<file path="config.mk">
export PLATFORM = sky130hd
export DESIGN_NAME = hazard_stall_ctrl_flat
export DESIGN_NICKNAME = d
export VERILOG_FILES = /design/src/rtl/hazard_stall_ctrl_if.sv /design/src/rtl/hazard_stall_ctrl.sv /design/src/flat_wrapper.sv
export SDC_FILE = /design/constraint.sdc
export NUM_CORES = 1
export LEC_CHECK = 0
export CAP_MARGIN = 25
export CORE_MARGIN = 4
export CORE_UTILIZATION = 30
export DETAILED_ROUTE_END_ITERATION = 12
export GPL_ROUTABILITY_DRIVEN = 0
export SYNTH_ARGS = -nofsm -noshare
export SYNTH_HDL_FRONTEND = slang
export SYNTH_SLANG_ARGS = --single-unit
</file>
<file path="constraint.sdc">
create_clock -name clk -period 4.2 [get_ports clk]
set_clock_uncertainty 0.2 [all_clocks]
set_input_delay 1.05 -clock clk [delete_from_list [all_inputs] [get_ports clk]]
set_output_delay 1.05 -clock clk [all_outputs]
set_load 0.02 [all_outputs]
</file>
<file path="src/rtl/hazard_stall_ctrl_if.sv">
// hazard_stall_ctrl_if: pipeline hazard bus; master drives ID/EX/MEM/WB register info and redirect, slave returns enables and stats
interface hazard_stall_ctrl_if #(parameter int STAT_W = 16);
  logic [4:0] ID_rs1, ID_rs2, EX_rd, MEM_rd, WB_rd;
  logic ID_rs1_used, ID_rs2_used, EX_RegWrite, MEM_RegWrite, WB_RegWrite, EX_redirect;
  logic PC_EN, IFID_EN, IFID_flush, Data_stall;
  logic [STAT_W-1:0] stall_cycles, redirect_cnt;
  modport master (
    output ID_rs1, ID_rs2, ID_rs1_used, ID_rs2_used, EX_rd, EX_RegWrite, MEM_rd, MEM_RegWrite,
           WB_rd, WB_RegWrite, EX_redirect,
    input  PC_EN, IFID_EN, IFID_flush, Data_stall, stall_cycles, redirect_cnt
  );
  modport slave (
    input  ID_rs1, ID_rs2, ID_rs1_used, ID_rs2_used, EX_rd, EX_RegWrite, MEM_rd, MEM_RegWrite,
           WB_rd, WB_RegWrite, EX_redirect,
    output PC_EN, IFID_EN, IFID_flush, Data_stall, stall_cycles, redirect_cnt
  );
endinterface

</file>
<file path="src/rtl/hazard_stall_ctrl.sv">
// hazard_stall_ctrl: no-forwarding RV32 hazard unit; stalls PC/IF-ID and inserts ID/EX bubbles, squashes on redirect
//   clk, rst (async, active-low); bus.slave: ID sources, EX/MEM/WB destinations, EX_redirect in;
//   PC_EN, IFID_EN, IFID_flush, Data_stall, stall_cycles, redirect_cnt out
module hazard_stall_ctrl #(
  parameter bit RF_WRITE_THROUGH = 1'b1,
  parameter int STAT_W           = 16
) (
  input logic clk,
  input logic rst,
  hazard_stall_ctrl_if.slave bus
);
  typedef enum logic {RUN, STALL} state_t;
  localparam logic [1:0] W = RF_WRITE_THROUGH ? 2'd0 : 2'd1;
  state_t state_q, state_d;
  logic [1:0] cnt_q, cnt_d, n;
  logic [STAT_W-1:0] stall_cycles_q, stall_cycles_d, redirect_cnt_q, redirect_cnt_d;
  logic hit_ex, hit_mem, hit_wb, pc_en, ifid_en, flush, stall, inc_stall, inc_redir;
  function automatic logic hit(input logic [4:0] rd, input logic we, input logic [4:0] rs1, input logic [4:0] rs2,
                               input logic u1, input logic u2);
    return we && rd != 5'd0 && ((u1 && rs1 == rd) || (u2 && rs2 == rd));
  endfunction
  assign hit_ex  = hit(bus.EX_rd, bus.EX_RegWrite, bus.ID_rs1, bus.ID_rs2, bus.ID_rs1_used, bus.ID_rs2_used);
  assign hit_mem = hit(bus.MEM_rd, bus.MEM_RegWrite, bus.ID_rs1, bus.ID_rs2, bus.ID_rs1_used, bus.ID_rs2_used);
  assign hit_wb  = hit(bus.WB_rd, bus.WB_RegWrite, bus.ID_rs1, bus.ID_rs2, bus.ID_rs1_used, bus.ID_rs2_used);
  assign n = hit_ex ? 2'd2 + W : hit_mem ? 2'd1 + W : hit_wb ? W : 2'd0;
  always_comb begin
    state_d   = state_q;
    cnt_d     = cnt_q;
    pc_en     = 1'b1;
    ifid_en   = 1'b1;
    flush     = 1'b0;
    stall     = 1'b0;
    inc_stall = 1'b0;
    inc_redir = 1'b0;
    if (bus.EX_redirect) begin
      flush     = 1'b1;
      stall     = 1'b1;
      inc_redir = 1'b1;
      cnt_d     = 2'd0;
      state_d   = RUN;
    end else if (state_q == STALL || n != 2'd0) begin
      pc_en     = 1'b0;
      ifid_en   = 1'b0;
      stall     = 1'b1;
      inc_stall = 1'b1;
      cnt_d     = state_q == STALL ? cnt_q - 2'd1 : (n > 2'd1 ? n - 2'd1 : cnt_q);
      state_d   = state_q == STALL ? (cnt_q == 2'd1 ? RUN : STALL) : (n > 2'd1 ? STALL : RUN);
    end
    stall_cycles_d = (inc_stall && !(&stall_cycles_q)) ? stall_cycles_q + 1'b1 : stall_cycles_q;
    redirect_cnt_d = (inc_redir && !(&redirect_cnt_q)) ? redirect_cnt_q + 1'b1 : redirect_cnt_q;
  end
  always_ff @(posedge clk or negedge rst) begin
    if (!rst) begin
      state_q        <= RUN;
      cnt_q          <= 2'd0;
      stall_cycles_q <= '0;
      redirect_cnt_q <= '0;
    end else begin
      state_q        <= state_d;
      cnt_q          <= cnt_d;
      stall_cycles_q <= stall_cycles_d;
      redirect_cnt_q <= redirect_cnt_d;
    end
  end
  // reset overrides the pipeline controls combinationally so the pipeline runs freely while held in reset
  assign bus.PC_EN        = pc_en | ~rst;
  assign bus.IFID_EN      = ifid_en | ~rst;
  assign bus.IFID_flush   = flush & rst;
  assign bus.Data_stall   = stall & rst;
  assign bus.stall_cycles = stall_cycles_q;
  assign bus.redirect_cnt = redirect_cnt_q;
endmodule

</file>
<file path="src/flat_wrapper.sv">
// flat-port wrapper written by rule: the top's interface ports become plain ports
module hazard_stall_ctrl_flat 
#(
  parameter bit RF_WRITE_THROUGH = 1'b1,
  parameter int STAT_W           = 16
)
  (clk, rst, bus_ID_rs1, bus_ID_rs2, bus_ID_rs1_used, bus_ID_rs2_used, bus_EX_rd, bus_EX_RegWrite, bus_MEM_rd, bus_MEM_RegWrite, bus_WB_rd, bus_WB_RegWrite, bus_EX_redirect, bus_PC_EN, bus_IFID_EN, bus_IFID_flush, bus_Data_stall, bus_stall_cycles, bus_redirect_cnt);
  hazard_stall_ctrl_if #(.STAT_W(STAT_W)) bus_i ();
  input logic clk;
  input logic rst;
  input wire logic [$bits(bus_i.ID_rs1)-1:0] bus_ID_rs1;
  input wire logic [$bits(bus_i.ID_rs2)-1:0] bus_ID_rs2;
  input wire logic [$bits(bus_i.ID_rs1_used)-1:0] bus_ID_rs1_used;
  input wire logic [$bits(bus_i.ID_rs2_used)-1:0] bus_ID_rs2_used;
  input wire logic [$bits(bus_i.EX_rd)-1:0] bus_EX_rd;
  input wire logic [$bits(bus_i.EX_RegWrite)-1:0] bus_EX_RegWrite;
  input wire logic [$bits(bus_i.MEM_rd)-1:0] bus_MEM_rd;
  input wire logic [$bits(bus_i.MEM_RegWrite)-1:0] bus_MEM_RegWrite;
  input wire logic [$bits(bus_i.WB_rd)-1:0] bus_WB_rd;
  input wire logic [$bits(bus_i.WB_RegWrite)-1:0] bus_WB_RegWrite;
  input wire logic [$bits(bus_i.EX_redirect)-1:0] bus_EX_redirect;
  output wire logic [$bits(bus_i.PC_EN)-1:0] bus_PC_EN;
  output wire logic [$bits(bus_i.IFID_EN)-1:0] bus_IFID_EN;
  output wire logic [$bits(bus_i.IFID_flush)-1:0] bus_IFID_flush;
  output wire logic [$bits(bus_i.Data_stall)-1:0] bus_Data_stall;
  output wire logic [$bits(bus_i.stall_cycles)-1:0] bus_stall_cycles;
  output wire logic [$bits(bus_i.redirect_cnt)-1:0] bus_redirect_cnt;
  assign bus_i.ID_rs1 = bus_ID_rs1;
  assign bus_i.ID_rs2 = bus_ID_rs2;
  assign bus_i.ID_rs1_used = bus_ID_rs1_used;
  assign bus_i.ID_rs2_used = bus_ID_rs2_used;
  assign bus_i.EX_rd = bus_EX_rd;
  assign bus_i.EX_RegWrite = bus_EX_RegWrite;
  assign bus_i.MEM_rd = bus_MEM_rd;
  assign bus_i.MEM_RegWrite = bus_MEM_RegWrite;
  assign bus_i.WB_rd = bus_WB_rd;
  assign bus_i.WB_RegWrite = bus_WB_RegWrite;
  assign bus_i.EX_redirect = bus_EX_redirect;
  assign bus_PC_EN = bus_i.PC_EN;
  assign bus_IFID_EN = bus_i.IFID_EN;
  assign bus_IFID_flush = bus_i.IFID_flush;
  assign bus_Data_stall = bus_i.Data_stall;
  assign bus_stall_cycles = bus_i.stall_cycles;
  assign bus_redirect_cnt = bus_i.redirect_cnt;
  hazard_stall_ctrl #(.RF_WRITE_THROUGH(RF_WRITE_THROUGH), .STAT_W(STAT_W)) u_core (.clk(clk), .rst(rst), .bus(bus_i));
endmodule
</file>
==> results.py <==
metrics = {
    "sta": {
        "final_max_slew_viol_count": 0,
        "relSlewSlack_pct": 65.6,
        "clock.fmax_mhz": 243,
        "final_hold_viol_count": 0,
        "min_period_ns": 4.12,
        "final-setup-viol-count": 0,
        "finalCritPeriodShare_pct": 98.0,
        "rsz0062_at_grt": "no",
        "tightest_slew_ns": 0.513,
    },
    "worst_hold_path": {
        "min_from": "u_core.bus.redirect_cnt[5]",
        "min_path_type": "register to register",
    },
    "pwr": {
        "power_uw": 999,
        "p_leak_uw": 0.00120,
        "irDropWorstVdd_uv": 342,
        "power_density_nw_per_um2": 349,
    },
    "cells_and_area": {
        "stdcell_count": 343,
        "finalNetCount": 301,
        "syn2layout_area_growth_pct": 43.2,
        "drive_gt1_share_pct": 15.0,
        "multi_input_area_um2": 1060,
        "fillers": 606,
        "regArea_um2": 876,
        "diodes": 0,
    },
    "synth": {
        "synthesis.area_um2": 2000,
        "synth_seq_cells": 35,
        "yosysWarnings": 0,
        "synth_cell_type_count": 35,
        "ys.flop_type": "dfrtp_1",
        "synth_most_common_cell": "xnor2_1",
        "synth_top_area_cell": "dfrtp_1",
        "yosysTopAreaCellShare_pct": 43.8,
        "ys_top_cells_by_count": "xnor2_1 (41), dfrtp_1 (35), nand2_1 (12), nand4_1 (12), nand3_1 (11)",
        "ys_seq_area_share_pct": 43.8,
        "synthesis.instances": 188,
        "synth_edf_count": 0,
        "yosys-top-cells-area": "dfrtp_1 (44%), xnor2_1 (18%), nand4_1 (3.8%)",
        "async_flop_share_pct": 100,
        "avgSynthCellArea_um2": 10.6,
        "synth_nets": 224,
    },
    "grt": {
        "grt_pass1_vias": 1682,
        "grt_first_pass_wirelength_um": 7710,
        "grt_max_degree": 26,
        "antenna_found_initial": 0,
        "grtUsageTotal_pct": 12.2,
        "grt-ovfl-total": 0,
    },
    "placed_design": {
        "place_inst": 335,
        "portBuffers": 62,
        "post-dp-hpwl_um": 3730,
    },
    "status": {
        "outcome": "completed",
    },
    "clocking": {
        "cts_root_buffer": "clkbuf_8",
        "cts_setup_buffers": 0,
        "clkSlewWorstSetupHoldPaths_ns": 0.07,
        "htreeDepth": 2,
        "tritoncts": "done",
        "clk_latency_ns": 0.28,
        "numCtsBuffers": 5,
        "cts_max_path_buffers": 2,
        "clkSinkCount": 35,
    },
    "floorplan": {
        "chipWidth_um": 89.7,
        "die_y_um": 89.7,
        "fp.dieArea_um2": 8040,
        "start_util_pct": 31.2,
        "rows": 29,
        "io_pins": 69,
        "core_um2": 6420,
    },
    "routing": {
        "postRouteAntennaNets": 0,
        "wl_per_cell_um": 13.7,
        "post-route-drc-count": 0,
        "drt_wl_total_um": 4710,
        "vias": 1613,
        "dr.first_iter.drc_count": 17,
        "viasPerCell": 4.70,
        "dr.pass1.iters": 2,
    },
    "critical_path": {
        "cpPeakStageDelay_ns": 0.52,
        "endpoint_kind": "output port",
        "cp_top_family": "compound AO/OA/AOI/OAI gates",
        "critPathLaunch": "bus_EX_rd[0]",
        "crit_buf_inv": 2,
        "critical_path_class": "input pin to output port",
        "regToRegStartpoint": "u_core.bus.redirect_cnt[2]",
        "crit_path_max_fanout": 3,
        "start_kind": "input pin",
        "crit_chain": "clkdlybuf4s50_1 -> or4_1 -> o21a_1 -> a221o_1 -> o21a_1 -> buf_4",
        "critical_path.most_common_cell": "o21a_1",
        "cp_slowest_cell": "or4_1",
        "worstPathArrival_ns": 2.87,
        "required_ns": 2.95,
    },
    "flow_run": {
        "maxCapViolCount": 0,
    },
}
power by group:
group	switching [uW]	internal [uW]	leakage [uW]
Sequential	53.9	381	0.000469
Combinational	139	160	0.000684
Clock	115	150	0.0000515
flip-flops by register name, indices dropped and copies added (netlist names):
name                     flops
u_core.bus.redirect_cnt     16
u_core.bus.stall_cycles     16
u_core.cnt_q                 2
u_core.state_q               1
cell families (layout without fill, tap and decap cells):
kind of cell / Yosys count / count (layout) / synth area share [%]
simple gates: 76 / 76 / 23.3
xor+xnor: 46 / 46 / 20.1
fa+ha+maj: 3 / 3 / 1.88
flops: 35 / 35 / 43.8
compound gates: 14 / 14 / 4.94
buf+inv: 9 / 87 / 3.19
mux: 5 / 5 / 2.75
layout make-up:
cell class,count,area share (%)
Timing Repair Buffer,76,25.0
Sequential cell,35,30.6
Tap cell,77,3.36
Clock buffer,8,3.49
Multi-Input combinational cell,144,37.2
Inverter,3,0.393
per-layer routing:
layer | part of all wire [%] | vias up | GRT usage (%)
li1 | - | 824 | -
met1 | 48 | 755 | 16.7
met2 | 48 | 29 | 19.9
met3 | 3.4 | 5 | 2.74
met4 | 0.57 | 0 | 2.44
met5 | 0 | - | 0
timing repair:
item                                    4_1_cts  5_1_grt
hold buffers                                  0        0
endpoints found under the setup margin        3        3
hold endpoints to repair                      0        0
resized for setup                            12        5
pin swaps                                     1        3
path summary, 6_finish.rpt:
check | end | slack, ns | cells past startpoint
worst max-delay path | bus_Data_stall | 0.08 | 6
worst min-delay path | u_core.bus.redirect_cnt[5] | 0.30 | 1
worst max register to register | u_core.bus.redirect_cnt[15] | 1.86 | 6
worst min register to register | u_core.bus.redirect_cnt[5] | 0.30 | 1
max in group asynchronous | u_core.bus.stall_cycles[11] | 2.72 | 2
min in group asynchronous | u_core.cnt_q[0] | 0.45 | 1
layout by cell type (no fill, tap or decap), drive strengths merged:
cell and count:
nor3 3, buf 18, clkdlybuf4s50 55, dfrtp 35, nand3b 1, clkbuf 8, nand2b 1, a41oi 1
dlymetal6s2s 3, o22ai 2, nor2 7, a21oi 3, nand3 17, and2 4, inv 3, or4 2
mux2 4, and4 3, a211oi 3, nand2 13, xor2 5, and3 11, o21a 4, a221o 1
ha 3, and4b 1, mux2i 1, nand4 13, xnor2 41
stage by stage:
step	utilization (%)	TNS [ns]	worst slack [ns]	area, um^2	hold WS, ns
detailed placement	43.1	-1.23	-0.421	2770	0.292
floorplan	-	0	0.216	2000	0.261
global route	44.6	0	0.0303	2860	0.322
finish	44.6	0	0.0839	2860	0.296
CTS	44.4	0	0.0323	2850	0.308
global placement	43.1	-1.14	-0.390	2770	0.282
No activity file was read; power rests on OpenSTA's default activity.
